===== src/rtl/uart_pkg.sv =====
`default_nettype none
// ============================================================================
// Module      : uart_pkg
// Description : Shared types and framing constants for the UART link.
//               Used by the receiver and shared with the transmitter.
//               Contents:
//                 uart_rx_state_e : receiver FSM state encoding
//                 START_BITS      : start bits per frame
//                 STOP_BITS       : stop bits per frame sent by the transmitter
//                 clog2_min1()    : ceil(log2(n)), never less than 1
// Revision    : 1.0 - initial release
// ============================================================================
package uart_pkg;

  typedef enum logic [1:0] {
    IDLE  = 2'd0,
    START = 2'd1,
    DATA  = 2'd2,
    STOP  = 2'd3
  } uart_rx_state_e;

  localparam int START_BITS = 1;
  localparam int STOP_BITS  = 4;

  // Width of an index register that must exist even for a single-entry range.
  function automatic int clog2_min1(input int n);
    return (n > 1) ? $clog2(n) : 1;
  endfunction

endpackage : uart_pkg
`default_nettype wire


===== src/rtl/sync_2ff.sv =====
`default_nettype none
// ============================================================================
// Module      : sync_2ff
// Description : 1-bit two-flop synchronizer with a configurable reset value.
// Ports       : clk  - clock
//               rst  - synchronous active-high reset (flops load RESET_VAL)
//               i_d  - asynchronous input
//               o_q  - synchronized output (two clocks of latency)
// Revision    : 1.0 - initial release
// ============================================================================
module sync_2ff #(
  parameter logic RESET_VAL = 1'b0
) (
  input  logic clk,
  input  logic rst,
  input  logic i_d,
  output logic o_q
);

  logic r_meta;

  always_ff @(posedge clk) begin
    if (rst) begin
      r_meta <= RESET_VAL;
      o_q    <= RESET_VAL;
    end else begin
      r_meta <= i_d;
      o_q    <= r_meta;
    end
  end

endmodule : sync_2ff
`default_nettype wire


===== src/rtl/uart_rx.sv =====
`default_nettype none
// ============================================================================
// Module      : uart_rx
// Description : UART receiver. Recovers frames of 1 start bit, BITS_PER_WORD
//               data bits (LSB first) and stop bits from a single serial
//               line, assembles W_OUT/BITS_PER_WORD consecutive frames into
//               one packet (word 0 = first frame) and presents it on a
//               valid/ready master stream.
// Parameters  : CLOCKS_PER_PULSE - clocks per bit period (>= 2)
//               W_OUT            - packet width (multiple of BITS_PER_WORD)
//               BITS_PER_WORD    - data bits per frame
// Ports       : clk       - clock, rising edge
//               rst       - synchronous active-high reset
//               rx        - asynchronous serial input, idles high
//               m_data    - assembled packet, [word][bit]
//               m_valid   - m_data holds an unconsumed packet
//               m_ready   - downstream accepts the packet
//               frame_err - 1-cycle pulse: first stop bit sampled low
//               overflow  - 1-cycle pulse: completed packet dropped
// Revision    : 1.0 - initial release
// ============================================================================
module uart_rx
  import uart_pkg::*;
#(
  parameter int CLOCKS_PER_PULSE = 4,
  parameter int W_OUT            = 16,
  parameter int BITS_PER_WORD    = 8
) (
  input  logic                                               clk,
  input  logic                                               rst,
  input  logic                                               rx,
  output logic [W_OUT/BITS_PER_WORD-1:0][BITS_PER_WORD-1:0] m_data,
  output logic                                               m_valid,
  input  logic                                               m_ready,
  output logic                                               frame_err,
  output logic                                               overflow
);

  localparam int c_NUM_WORDS = W_OUT / BITS_PER_WORD;
  localparam int c_CNT_W     = $clog2(CLOCKS_PER_PULSE);
  localparam int c_BIT_W     = $clog2(BITS_PER_WORD + 1);
  localparam int c_IDX_W     = clog2_min1(c_NUM_WORDS);

  localparam logic [c_CNT_W-1:0] c_HALF_LAST = c_CNT_W'(CLOCKS_PER_PULSE / 2 - 1);
  localparam logic [c_CNT_W-1:0] c_FULL_LAST = c_CNT_W'(CLOCKS_PER_PULSE - 1);
  localparam logic [c_BIT_W-1:0] c_BIT_LAST  = c_BIT_W'(BITS_PER_WORD - 1);
  localparam logic [c_IDX_W-1:0] c_IDX_LAST  = c_IDX_W'(c_NUM_WORDS - 1);

  // --------------------------------------------------------------------------
  // Input synchronizer and edge history. Both reset high so that a line that
  // is idle across reset never looks like a start edge.
  // --------------------------------------------------------------------------
  logic w_rx_s;
  logic r_rx_prev;

  sync_2ff #(
    .RESET_VAL (1'b1)
  ) u_sync (
    .clk (clk),
    .rst (rst),
    .i_d (rx),
    .o_q (w_rx_s)
  );

  always_ff @(posedge clk) begin
    if (rst) begin
      r_rx_prev <= 1'b1;
    end else begin
      r_rx_prev <= w_rx_s;
    end
  end

  // --------------------------------------------------------------------------
  // Frame FSM: state and bit-timing counters
  // --------------------------------------------------------------------------
  uart_rx_state_e     r_state;
  uart_rx_state_e     w_state_nxt;
  logic [c_CNT_W-1:0] r_clk_cnt;
  logic [c_CNT_W-1:0] w_clk_cnt_nxt;
  logic [c_BIT_W-1:0] r_bit_cnt;
  logic [c_BIT_W-1:0] w_bit_cnt_nxt;
  logic               w_shift_en;
  logic               w_stop_ok;
  logic               w_stop_bad;

  always_ff @(posedge clk) begin
    if (rst) begin
      r_state   <= IDLE;
      r_clk_cnt <= '0;
      r_bit_cnt <= '0;
    end else begin
      r_state   <= w_state_nxt;
      r_clk_cnt <= w_clk_cnt_nxt;
      r_bit_cnt <= w_bit_cnt_nxt;
    end
  end

  always_comb begin
    w_state_nxt   = r_state;
    w_clk_cnt_nxt = r_clk_cnt + c_CNT_W'(1);
    w_bit_cnt_nxt = r_bit_cnt;
    w_shift_en    = 1'b0;
    w_stop_ok     = 1'b0;
    w_stop_bad    = 1'b0;

    case (r_state)
      IDLE: begin
        // Counter held at 0 so START begins counting from the edge.
        w_clk_cnt_nxt = '0;
        if (r_rx_prev && !w_rx_s) begin
          w_state_nxt = START;
        end
      end

      START: begin
        // Half a bit in: a line back high means a glitch, not a start bit.
        if (r_clk_cnt == c_HALF_LAST) begin
          w_clk_cnt_nxt = '0;
          w_bit_cnt_nxt = '0;
          w_state_nxt   = w_rx_s ? IDLE : DATA;
        end
      end

      DATA: begin
        // From mid-start, each full period lands on the middle of a data bit.
        if (r_clk_cnt == c_FULL_LAST) begin
          w_clk_cnt_nxt = '0;
          w_shift_en    = 1'b1;
          w_bit_cnt_nxt = r_bit_cnt + c_BIT_W'(1);
          if (r_bit_cnt == c_BIT_LAST) begin
            w_state_nxt = STOP;
          end
        end
      end

      STOP: begin
        // Only the first stop bit is checked; the rest pass while in IDLE.
        if (r_clk_cnt == c_FULL_LAST) begin
          w_clk_cnt_nxt = '0;
          w_state_nxt   = IDLE;
          if (w_rx_s) begin
            w_stop_ok = 1'b1;
          end else begin
            w_stop_bad = 1'b1;
          end
        end
      end

      default: begin
        w_state_nxt = IDLE;
      end
    endcase
  end

  // --------------------------------------------------------------------------
  // Word shift register, packet assembly and output stream
  // --------------------------------------------------------------------------
  logic [BITS_PER_WORD-1:0]                  r_shift;
  logic [c_NUM_WORDS-1:0][BITS_PER_WORD-1:0] r_asm;
  logic [c_NUM_WORDS-1:0][BITS_PER_WORD-1:0] w_packet;
  logic [c_IDX_W-1:0]                        r_word_idx;
  logic                                      w_pkt_done;
  logic                                      w_load;

  // The final word is still in the shift register on the completing cycle,
  // so the packet is the assembly buffer with the current slot overlaid.
  always_comb begin
    w_packet             = r_asm;
    w_packet[r_word_idx] = r_shift;
  end

  assign w_pkt_done = w_stop_ok && (r_word_idx == c_IDX_LAST);
  // A packet may load when the output is free or is being consumed now.
  assign w_load     = w_pkt_done && (!m_valid || m_ready);

  always_ff @(posedge clk) begin
    if (rst) begin
      r_shift    <= '0;
      r_asm      <= '0;
      r_word_idx <= '0;
      m_data     <= '0;
      m_valid    <= 1'b0;
      frame_err  <= 1'b0;
      overflow   <= 1'b0;
    end else begin
      frame_err <= w_stop_bad;
      overflow  <= w_pkt_done && !w_load;

      // Bits arrive LSB first: enter at the MSB and move down.
      if (w_shift_en) begin
        r_shift <= {w_rx_s, r_shift[BITS_PER_WORD-1:1]};
      end

      if (w_stop_ok) begin
        r_asm[r_word_idx] <= r_shift;
        r_word_idx        <= (r_word_idx == c_IDX_LAST) ? '0 : r_word_idx + c_IDX_W'(1);
      end else if (w_stop_bad) begin
        r_word_idx <= '0;
      end

      // A new load takes priority over the handshake clearing m_valid.
      if (w_load) begin
        m_data  <= w_packet;
        m_valid <= 1'b1;
      end else if (m_valid && m_ready) begin
        m_valid <= 1'b0;
      end
    end
  end

endmodule : uart_rx
`default_nettype wire


===== config.mk =====
export PLATFORM = sky130hd
export DESIGN_NAME = uart_rx
export DESIGN_NICKNAME = d
export VERILOG_FILES = /design/src/rtl/uart_pkg.sv /design/src/rtl/sync_2ff.sv /design/src/rtl/uart_rx.sv
export SDC_FILE = /design/constraint.sdc
export NUM_CORES = 1
export LEC_CHECK = 0
export CAP_MARGIN = 20
export CORE_AREA = 2 2 77 79
export CTS_BUF_LIST = sky130_fd_sc_hd__clkbuf_4
export CTS_CLUSTER_SIZE = 40
export DETAILED_ROUTE_END_ITERATION = 8
export DIE_AREA = 0 0 79 81
export PLACE_DENSITY = 0.53
export SKIP_LAST_GASP = 1
export SYNTH_ARGS = -nofsm -noshare
export SYNTH_HDL_FRONTEND = slang
export SYNTH_SLANG_ARGS = --single-unit
export TNS_END_PERCENT = 1

===== constraint.sdc =====
create_clock -name clk -period 2 [get_ports clk]
set_clock_uncertainty 0.1 [all_clocks]
set_input_delay 0.2 -clock clk [delete_from_list [all_inputs] [get_ports clk]]
set_output_delay 0.2 -clock clk [all_outputs]
set_load 0.05 [all_outputs]

Yosys cells after proc, flatten, opt, wreduce, memory -nomap -nowiden --
Cells that the tools add are included. W data, S select, Z words.
Cells by class: add/subtract/negate cells 3, $mul 0, divide/modulo/power cells 0, order comparisons 2, equal/unequal tests 11, shift operators 0, multiplexer cells 29, bitwise operators 0, reductions and logical operators 17
Operators with widths (count):
- $bwmux W16 | 1
- $mux W2 | 8
- $mux W1 | 13
- $ne A2 B2 Y1 const B | 5
- $demux W8 S1 | 1
- $mux W4 | 2
- $mux W8 | 1
- $pmux W2 S4 | 1
- $pmux W4 S2 | 1
- $eq A2 B2 Y1 const B | 3
- $logic_and A1 B1 Y1 | 6
- $pmux W2 S3 | 1
- $reduce_bool A2 Y1 | 3
- $reduce_and A5 Y1 | 1
- $add A4 B1 Y4 const B | 1
- $eq A2 B1 Y1 const B | 2
- $eq A4 B3 Y1 const B | 1
- $logic_not A1 Y1 | 3
- $reduce_and A3 Y1 | 1
- $add A2 B1 Y2 const B | 1
- $logic_not A2 Y1 | 1
- $lt A1 B2 Y1 const B | 1
- $reduce_or A2 Y1 | 1
- $add A1 B1 Y1 const B | 1
- 2 further kinds | 2
Storage, ports and cells: bits in registers 55, bits in latches 0, memory bits (writable) 0, memory bits (read-only) 0, bits of input ports 4, output and inout bits 19, logic and storage cells 77, memories kept 0

Depth between registers and ports, before layout --
Gate-level depths: netlist of the first run.
depth in word-level cells 7, mapped depth 5, mapped depth without buffers 5

Modules after synthesis --
A second synthesis of the first run with hierarchy kept.
Second synthesis, totals: cells, all modules 199, area, all modules 1913.1 um^2
Modules (own cells, without submodules):
- uart_rx | times used 1, cells an instance 195, area each 1860.5 um^2
- sync_2ff | times used 1, cells an instance 4, area each 52.6 um^2

Least setup slack after synthesis of the first run --
Ideal clock, no wire load.
path type reg2reg, from register r_clk_cnt[0], to register m_data[15] (netlist name), arrival time 1315 ps, slack 513 ps, stages on the path, launching flop included 6, buffers on the path 1, period minus slack after synthesis 1487 ps, path through dfxtp_1 ha_1 and4_1 and3_1 buf_4 mux2i_1
On the way: word-level cells in the longest chain between the ends 5
RTL lines:
- start, declared | RTL line uart_rx.sv:78 | logic [c_CNT_W-1:0] r_clk_cnt;
- start signal, assigned | RTL line uart_rx.sv:93 | r_clk_cnt <= w_clk_cnt_nxt;
- $eq A2 B2 Y1 | RTL line uart_rx.sv:138 | if (r_clk_cnt == c_FULL_LAST) begin
- $mux W1 | RTL line uart_rx.sv:138
- $mux W1 | RTL line uart_rx.sv:106 | case (r_state)
- $logic_and A1 B1 Y1 | RTL line uart_rx.sv:172 | assign w_pkt_done = w_stop_ok && (r_word_idx == c_IDX_LAST);
- $logic_and A1 B1 Y1 | RTL line uart_rx.sv:174 | assign w_load = w_pkt_done && (!m_valid || m_ready);
- end signal, assigned | RTL line uart_rx.sv:203 | m_data <= w_packet;
- end, declared | RTL line uart_rx.sv:32 | output logic [W_OUT/BITS_PER_WORD-1:0][BITS_PER_WORD-1:0] m_data,
No other way between the ends. A chain may end at the register's enable or synchronous reset.

Worst setup path after layout of the first run --
from register m_data[7] (netlist name), to output port m_data[7] (netlist name)
No word-level cell between the ends.

==> out/qor.csv, run 1 <==
metric,value,unit
status,"complete, no violations",
portBuffers,22,
grt_use_total,0.113,
power,1.55,mW
rr_endpoint,m_data[5],
grt_start_max_net_pins,54,
grt_pass1_wl,5770,microns
drive_above_1_share,0.0780,
tns,0,ns
synth_xor_area_frac,0,
required,1.70,ns
crit_fanout,2,
worst_pin_slew,0.504,ns
worstSkewPairLatency,0.36,ns
cts_buffers,5,
syn-num-nets,208,
htreeDepth,2,
grt_pass1_vias,1273,
via_per_inst,4.48,
ys_warn_count,0,
rows,28,
cellLeakagePower,0.845,nW
muxShareOfSynthArea,0.137,
min_from,rx,
ios,23,
post_cts_buffers,0,
wire_per_inst,11.2,microns
antenna_found_initial,0,
wl,3290,microns
drtIter0Drc,50,
critPathLaunchType,flop,
relSlewSlack,0.663,
path_clk_slew,0.14,ns
post-route-period-util,0.906,
yosys_most_used_dff,dfxtp_1,
gr-total-overflow,0,
nNetsFinal,227,
hold_class,primary input to flop,
critical_path_buf_inv_count,1,
critical_path.endpoint_type,primary output,
ys_seq_elements,47,
crit_arrival,1.51,ns
finalMaxSlewViolations,0,
die_w,79,microns
synthAdderAreaFrac,0.0327,
min_path_cells,2,
synth_simple_gate_area_frac,0.232,
worstHoldEndpoint,u_sync.r_meta,
yosys-top-cells-area,"dfxtp_1 (49%), mux2i_1 (13%), nand2b_1 (11%)",
synth_top_area_cell,dfxtp_1,
drt_drc_violations_left,0,
worst_ir_drop_vdd,0.302,mV
vias,1314,
slowest_stage,clkdlybuf4s50_1,
regArea,941,sq um
die_h,81,microns
ctsRootBufferMaster,clkbuf_4,
cts_sinks,47,
synth_top_family_by_area,simple AND/OR/NAND/NOR gates,
max_stage_delay,0.80,ns
synth_edf_count,0,
gp_congestion,0.697,
cts_buffer_depth,2,
multiInputGateArea,886,sq um
power.density,680,nW/um^2
ctsResizeCount,0,
syn-instance-count,199,
postSynthAreaPerCell,9.61,sq um
dieArea,6400,sq um
initial_utilization,0.337,
ys_types,29,
nFillCells,584,
synth_compound_area_frac,0.0615,
layout_min_cycle_time,1.81,ns
ff2ff_setup_slack,0.20,ns
timing.critical_path.max_delay_family,buffers and inverters,
yosysSeqAreaShare,0.492,
hold_violations,0,
synth_top_area_frac,0.492,
fmax,0.552,GHz
setup_viol,0,
area_delta_synth_final,19.0,%
dr.pass1.iters,6,
ctsHoldBuffers,0,
core,5680,sq um
cts_tree,yes,
whs,0.306,ns
path_cells,clkdlybuf4s50_1,
r2r_start,r_clk_cnt[0],
async_flop_share,0,
syn-cell-area,1910,sq um
dp_hpwl,2230,microns
diodes,0,
criticalPathCategory,flop to primary output,
cap_violations,0,
r2r_cells,4,
rsz0062_at_grt,false,
ant_nets,0,
cell usage in the layout (no fill, tap or decap), drive strengths merged:
cell and instances:
a211oi 1, a21oi 13, a221oi 1, a32oi 1, and3 1, and3b 1, and4 1, and4b 1
buf 4, bufinv 1, clkbuf 6, clkdlybuf4s50 22, dfxtp 47, ha 5, inv 5, mux2 2
mux2i 24, nand2 24, nand2b 33, nand3 3, nand3b 2, nand4 1, nor2 5, nor3 2
nor3b 1, o21ai 4, o21bai 1, or2 3, or3 3
cell usage after synthesis (4+ instances only):
cell	count
dfxtp_1	47
a21oi_1	13
o21ai_0	4
nand2b_1	33
inv_1	5
mux2i_1	24
nand2_1	23
nor2_1	5
ha_1	5
clkbuf_1	8
flip-flops by register name, summed over array words and instances (netlist names), named ones only:
name,flops
m_data,16
r_asm,8
r_shift,8
r_bit_cnt,4
r_clk_cnt,2
frame_err,1
m_valid,1
overflow,1
r_rx_prev,1
r_state,1
r_word_idx,1
u_sync.o_q,1
u_sync.r_meta,1
cells by family (layout without fill, tap and decap cells):
family,Yosys count,count (layout)
AND/OR/NAND/NOR,81,81
flip-flops,47,47
multiplexers,26,26
AO/OA/AOI/OAI,21,21
buffers and inverters,19,38
adder cells (fa/ha/maj),5,5
area by class of cell:
type                    count  share of cell area
clock inverters             1              0.0132
multi-input cells         133               0.389
clock buffers               6              0.0198
flip-flops and latches     47               0.413
well taps                  75              0.0412
inverters                   5             0.00824
repair buffers             26               0.115
metal layers:
metal	global-route usage	share of wire	vias up
met3	0.0311	0.030	2
met5	0	0	-
met1	0.138	0.49	590
li1	-	-	701
met2	0.191	0.47	21
met4	0.0466	0.011	0
worst max-delay path by stage:
stage | startpoint | depth (start not counted) | end
2_1_floorplan | r_clk_cnt[0] | 5 | m_data[15]
3_3_place_gp | r_clk_cnt[0] | 4 | m_data[5]
3_5_place_dp | r_clk_cnt[0] | 4 | m_data[5]
4_1_cts | r_clk_cnt[0] | 4 | m_data[5]
5_1_grt | r_clk_cnt[0] | 4 | m_data[6]
6_report | m_data[7] | 1 | m_data[7]
per-stage QoR:
| step | std cells | instance area (sq um) | utilization | setup slack (ns) |
|---|---|---|---|---|
| final | 293 | 2280 | 0.401 | 0.187 |
| after global routing | 293 | 2280 | 0.401 | 0.0257 |
| after CTS | 293 | 2280 | 0.401 | 0.153 |
| after detailed placement | 286 | 2200 | 0.388 | 0.180 |
| after global placement | 286 | 2200 | 0.388 | 0.215 |
| after floorplan | 199 | 1910 | - | 0.513 |
power by group:
part | leakage [nW] | switching, mW | internal, mW
sequential | 0.379 | 0.00525 | 0.940
combinational | 0.424 | 0.0189 | 0.0249
clock | 0.0417 | 0.287 | 0.272
total | 0.845 | 0.311 | 1.24
Power figures use the tool's default switching activity.
==> run 2: changes to the inputs <==
--- a/config.mk
+++ b/config.mk
@@ -8,6 +8,7 @@
 export CAP_MARGIN = 20
 export CORE_AREA = 2 2 77 79
 export CTS_BUF_LIST = sky130_fd_sc_hd__clkbuf_4
+export CTS_CLUSTER_DIAMETER = 80
 export CTS_CLUSTER_SIZE = 40
 export DETAILED_ROUTE_END_ITERATION = 8
 export DIE_AREA = 0 0 79 81
==> results of run 2 <==
The final DEF is identical to that of run 1; final timing and power are the same.
==> run 3: changes to the inputs <==
--- a/config.mk
+++ b/config.mk
@@ -5,7 +5,7 @@
 export SDC_FILE = /design/constraint.sdc
 export NUM_CORES = 1
 export LEC_CHECK = 0
-export CAP_MARGIN = 20
+export CAP_MARGIN = 40
 export CORE_AREA = 2 2 77 79
 export CTS_BUF_LIST = sky130_fd_sc_hd__clkbuf_4
 export CTS_CLUSTER_DIAMETER = 80
==> results of run 3 <==
The final DEF is identical to that of run 1; final timing and power are the same.
